`config.mk`:
```
export PLATFORM = sky130hd
export DESIGN_NAME = sram_access_ctrl
export DESIGN_NICKNAME = d
export VERILOG_FILES = /design/src/rtl/sram_access_ctrl.sv
export SDC_FILE = /design/constraint.sdc
export NUM_CORES = 1
export LEC_CHECK = 0
export CORE_UTILIZATION = 45
export DETAILED_ROUTE_END_ITERATION = 8
export PLACE_DENSITY = 0.87
export SLEW_MARGIN = 5
export SYNTH_ARGS = -nofsm -noshare
export SYNTH_HDL_FRONTEND = slang
export SYNTH_SLANG_ARGS = --single-unit
```
`constraint.sdc`:
```
create_clock -name clk -period 1.8 [get_ports clk]
set_clock_uncertainty 0.05 [all_clocks]
set_input_delay 0.27 -clock clk [delete_from_list [all_inputs] [get_ports clk]]
set_output_delay 0.27 -clock clk [all_outputs]
set_load 0.01 [all_outputs]
```
`src/rtl/sram_access_ctrl.sv`:
```
// SRAM byte access controller: latches a host address, runs timed read/write strobes, auto-increments.
// Latency: req/addr_load edges act 3 clocks after the input rises; an access takes 1 + WAIT_CYCLES + 1 clocks to ack.
// Backpressure: none; a req edge arriving while busy is dropped and flagged in the sticky overrun bit.
module sram_access_ctrl #(
    parameter int AWIDTH      = 21,
    parameter int DWIDTH      = 8,
    parameter int WAIT_CYCLES = 2
) (
    input  logic              clk,
    input  logic              reset_n,
    input  logic [AWIDTH-1:0] sreg_addr,
    input  logic              addr_load,
    input  logic              req,
    input  logic              rw,
    input  logic [DWIDTH-1:0] wdata,
    output logic [DWIDTH-1:0] rdata,
    output logic              ack,
    output logic              busy,
    output logic              overrun,
    output logic [AWIDTH-1:0] sram_addr,
    output logic [DWIDTH-1:0] sram_data_o,
    output logic              sram_data_oe,
    input  logic [DWIDTH-1:0] sram_data_i,
    output logic              sram_ce_n,
    output logic              sram_oe_n,
    output logic              sram_we_n
);

    // A zero strobe width would give no cycle to sample read data, so it is promoted to one.
    localparam int EFF_WAIT = (WAIT_CYCLES < 1) ? 1 : WAIT_CYCLES;
    localparam int CW       = (EFF_WAIT > 1) ? $clog2(EFF_WAIT) : 1;
    localparam logic [CW-1:0] CNT_INIT = CW'(EFF_WAIT - 1);

    typedef enum logic [1:0] {
        IDLE   = 2'd0,
        SETUP  = 2'd1,
        STROBE = 2'd2,
        HOLD   = 2'd3
    } state_t;

    state_t            state_q;
    state_t            state_d;
    logic [CW-1:0]     cnt_q;
    logic              rw_q;
    logic [DWIDTH-1:0] wdata_q;
    logic [AWIDTH-1:0] addr_q;
    logic [AWIDTH-1:0] pend_addr_q;
    logic              pend_q;
    logic              req_s1, req_s2, req_s3;
    logic              load_s1, load_s2, load_s3;
    logic              req_rise;
    logic              load_rise;
    logic              last_strobe;

    assign req_rise    = req_s2 & ~req_s3;
    assign load_rise   = load_s2 & ~load_s3;
    assign last_strobe = (state_q == STROBE) && (cnt_q == '0);

    // Two-flop synchronizers for the host strobes plus a delay stage for edge detection.
    always_ff @(posedge clk or negedge reset_n) begin
        if (!reset_n) begin
            req_s1  <= 1'b0;
            req_s2  <= 1'b0;
            req_s3  <= 1'b0;
            load_s1 <= 1'b0;
            load_s2 <= 1'b0;
            load_s3 <= 1'b0;
        end else begin
            req_s1  <= req;
            req_s2  <= req_s1;
            req_s3  <= req_s2;
            load_s1 <= addr_load;
            load_s2 <= load_s1;
            load_s3 <= load_s2;
        end
    end

    // FSM state register.
    always_ff @(posedge clk or negedge reset_n) begin
        if (!reset_n) begin
            state_q <= IDLE;
        end else begin
            state_q <= state_d;
        end
    end

    // Next-state logic: IDLE -> SETUP -> STROBE (counted) -> HOLD -> IDLE.
    always_comb begin
        state_d = state_q;
        case (state_q)
            IDLE:    if (req_rise) state_d = SETUP;
            SETUP:   state_d = STROBE;
            STROBE:  if (cnt_q == '0) state_d = HOLD;
            HOLD:    state_d = IDLE;
            default: state_d = IDLE;
        endcase
    end

    // Pad controls decoded straight from the state register so reset forces them inactive at once.
    always_comb begin
        busy         = (state_q != IDLE);
        ack          = (state_q == HOLD);
        sram_ce_n    = (state_q == IDLE);
        sram_oe_n    = !((state_q == STROBE) && rw_q);
        sram_we_n    = !((state_q == STROBE) && !rw_q);
        sram_data_oe = !rw_q && (state_q != IDLE);
        sram_data_o  = wdata_q;
        sram_addr    = addr_q;
    end

    // Strobe-width down-counter, loaded as SETUP hands over to STROBE.
    always_ff @(posedge clk or negedge reset_n) begin
        if (!reset_n) begin
            cnt_q <= '0;
        end else if (state_q == SETUP) begin
            cnt_q <= CNT_INIT;
        end else if ((state_q == STROBE) && (cnt_q != '0)) begin
            cnt_q <= cnt_q - CW'(1);
        end
    end

    // Capture direction and write data when an access is accepted.
    always_ff @(posedge clk or negedge reset_n) begin
        if (!reset_n) begin
            rw_q    <= 1'b1;
            wdata_q <= '0;
        end else if ((state_q == IDLE) && req_rise) begin
            rw_q    <= rw;
            wdata_q <= wdata;
        end
    end

    // Read data is sampled at the end of the last strobe cycle, while oe_n is still low.
    always_ff @(posedge clk or negedge reset_n) begin
        if (!reset_n) begin
            rdata <= '0;
        end else if (last_strobe && rw_q) begin
            rdata <= sram_data_i;
        end
    end

    // Loads arriving mid-access are parked until HOLD so the running cycle keeps a stable address.
    always_ff @(posedge clk or negedge reset_n) begin
        if (!reset_n) begin
            pend_q      <= 1'b0;
            pend_addr_q <= '0;
        end else if (load_rise && (state_q == SETUP || state_q == STROBE)) begin
            pend_q      <= 1'b1;
            pend_addr_q <= sreg_addr;
        end else if (state_q == HOLD) begin
            pend_q      <= 1'b0;
        end
    end

    // Address counter: direct load in IDLE, and in HOLD a new/parked load wins over the increment.
    always_ff @(posedge clk or negedge reset_n) begin
        if (!reset_n) begin
            addr_q <= '0;
        end else if (state_q == IDLE) begin
            if (load_rise) addr_q <= sreg_addr;
        end else if (state_q == HOLD) begin
            if (load_rise)   addr_q <= sreg_addr;
            else if (pend_q) addr_q <= pend_addr_q;
            else             addr_q <= addr_q + AWIDTH'(1);
        end
    end

    // Sticky overrun: set by a req edge outside IDLE, cleared by any load edge.
    always_ff @(posedge clk or negedge reset_n) begin
        if (!reset_n) begin
            overrun <= 1'b0;
        end else if (load_rise) begin
            overrun <= 1'b0;
        end else if (req_rise && (state_q != IDLE)) begin
            overrun <= 1'b1;
        end
    end

endmodule

```
==> results_dict.tcl <==
set metrics [dict create \
    grt_overflow 0 \
    fin_crit_sh 0.974 \
    critPathLaunchType "flip-flop" \
    start_util 0.463 \
    synth_top_area_frac 0.485 \
    wirelength_mm 9.64 \
    hold_class "in2async" \
    fin_cells 573 \
    synthesis.area_um2 3560 \
    grt_first_pass_wirelength_mm 15.9 \
    track_usage 0.244 \
    clkTransAtPathRegs_ns 0.08 \
    r2r_slack_ns 0.06 \
    final_common_cell "clkdlybuf4s50_1" \
    ctsLongestPathBuffers 2 \
    synth_edf_count 0 \
    drtAntennaViolNets 0 \
    die_width_um 90.9 \
    fin_crit_ns 1.75 \
    first_global_vias 3419 \
    finalSetupViolations 0 \
    maxSlewHeadroom 0.745 \
    synthDistinctLibCells 60 \
    rows 32 \
    synth_top_cell_by_area "dfrtp_1" \
    fillCellCount 597 \
    viasPerCell 5.62 \
    die_y_um 90.9 \
    finalMaxSlewViolations 0 \
    comb_power_share 0.544 \
    p_clk_frac 0.141 \
    maxCapViolCount 0 \
    drtPass1Iterations 6 \
    ys_seq_area_frac 0.492 \
    yosys_warnings 0 \
    dp_cells 544 \
    htree_levels 3 \
    required_ns 1.48 \
    p_int_w 0.00563 \
    critPathKind "reg2out" \
    ys_async_sr_fraction 1.00 \
    status "finished, final reports clean" \
    p_leak_nw 2.17 \
    dr_total_vias 3223 \
    cp-end-kind "primary output" \
    vdd_drop_max_uv 938 \
    area_growth_pct 43.4 \
    die_area_um2 8270 \
    drive_gt1_frac 0.274 \
    gp_routability_congestion 0.824 \
    io_buffers 85 \
    power_density_nw_per_um2 1790 \
    seqPwrFrac 0.315 \
    grt_start_max_net_pins 44 \
    crit_fanout 7 \
    finalHoldViolations 0 \
    drc 0 \
    crit_start "state_q[1]" \
    dp.final_hpwl_mm 6.79 \
    num_antenna_cells 0 \
    wl_per_cell_um 16.8 \
    rsz0062_at_grt "true" \
    core_area_um2 7690 \
    design.portCount 86 \
    syn_nets 386 \
    drtIter0Drc 208 \
    switching_share 0.384 \
    synth_seq_cells 70 \
    antenna_found_initial 0 \
    r2r-start "state_q[1]" \
    synth_ff_type "dfrtp_1" \
    whs_ns 0.217 \
    layout_common_cells "77 x clkdlybuf4s50_1, 67 x dfrtp_1, 44 x buf_4" \
    synth_area_leaders "dfrtp_1 49%, mux2_2 11%, nand2_1 3.8%" \
    max_freq_ghz 0.571 \
    p_sw_w 0.00350 \
    numCtsBuffers 9 \
    cts_sinks 70 \
    arrival_ns 1.43 \
    tightest_slew_ns 0.379 \
    nets 513 \
    synthCells 339 \
    clk_latency_ns 0.35 \
    tritoncts "built" \
    synth_area_per_cell_um2 10.5 \
    root_buffer "clkbuf_8" \
]
-- cell families (layout without fill, tap and decap cells) --
kind of cell,Yosys count,after routing,share of synthesized area
AO/OA/AOI/OAI,80,80,0.153
XOR/XNOR,9,9,0.0221
adder cells (fa/ha/maj),5,5,0.0176
buffers and inverters,27,159,0.0313
flip-flops,70,70,0.492
multiplexers,43,43,0.134
AND/OR/NAND/NOR,105,105,0.150
-- synth_stat cells (2+ instances only) --
cell type	instances
buf_2	8
xor2_1	5
o22a_1	2
a32oi_1	2
nand4_1	3
o211ai_1	4
xnor2_1	4
a21o_1	2
o32ai_1	2
mux2_2	35
nand2_1	36
o31ai_1	3
a22oi_1	2
nand2b_1	6
nor2b_1	2
clkbuf_1	9
o221ai_1	3
o21ai_1	2
buf_1	2
a311oi_1	3
inv_1	7
mux2i_1	5
dfrtp_1	69
nand3_1	11
and3_1	2
nand4_4	2
a31oi_1	9
o21ai_0	11
ha_1	5
nor2_1	28
nor3_1	5
a21oi_1	20
mux2_1	3
-- per-stage QoR --
step / setup slack [ns] / TNS, ns / util / power, W / instance area (um2)
floorplan: 0.00703 / 0 / - / 0.00537 / 3560
global placement: 0.0226 / 0 / 0.619 / 0.00735 / 4760
detailed placement: -0.110 / -0.593 / 0.619 / 0.00758 / 4760
CTS: -0.00162 / -0.00162 / 0.654 / 0.00902 / 5030
global route: -0.0367 / -0.0461 / 0.664 / 0.00973 / 5100
finish: 0.0472 / 0 / 0.664 / 0.00913 / 5100
-- path summary, 6_finish.rpt --
| kind | endpoint | cells past startpoint |
|---|---|---|
| max | busy | 5 |
| min reg2reg | load_s2 | 0 |
| min in group clk | load_s1 | 1 |
| max in group asynchronous | rw_q | 3 |
| min | sram_data_o[0] | 2 |
| max reg2reg | sram_addr[6] | 7 |
-- timing repair --
item                                   4_1_cts  5_1_grt
pin swaps                                    1        2
resized for setup                           18       12
hold buffers                                 1        0
setup endpoints to repair                   22       19
cloned                                       0        0
buffers inserted                             6        6
endpoints found under the hold margin       69        0
-- power groups by stage --
| stage | Sequential [W] | Combinational (W) | Clock, W |
|---|---|---|---|
| detailed placement | 0.00293 | 0.00465 | 0 |
| global route | 0.00296 | 0.00538 | 0.00139 |
| global placement | 0.00286 | 0.00449 | 0 |
| CTS | 0.00288 | 0.00483 | 0.00132 |
| floorplan | 0.00306 | 0.00230 | 0 |
| finish | 0.00287 | 0.00496 | 0.00129 |
-- final cells by class --
cell class | instances | area (um2) | area share
sequential | 70 | 1760 | 0.344
tap | 102 | 128 | 0.0250
timing repair buffer | 135 | 1250 | 0.246
inverter | 8 | 30.0 | 0.00588
clock inverter | 7 | 72.6 | 0.0142
clock buffer | 9 | 124 | 0.0243
multi-input combinational | 242 | 1740 | 0.341
-- metal layers --
metal | share of wire | vias to the layer above | GRT usage
met1 | 0.39 | 1569 | 0.286
met2 | 0.51 | 156 | 0.420
met4 | 0.018 | 0 | 0.102
met3 | 0.082 | 18 | 0.0678
met5 | 0 | - | 0
li1 | - | 1480 | -
-- worst max-delay path: stages, from the launching register on --
cell and delay (ns):
dfrtp_1 0.38, inv_2 0.07, ha_4 0.16, buf_6 0.13
inv_2 0.08, clkdlybuf4s15_1 0.26
-- state kept, by name, indices dropped and copies added, names as in the netlist --
register,count
pend_addr_q,21
sram_addr,21
rdata,8
sram_data_o,8
state_q,2
cnt_q,1
load_s1,1
load_s2,1
load_s3,1
overrun,1
pend_q,1
req_s1,1
req_s2,1
req_s3,1
rw_q,1
(Power assumes the default switching activity.)
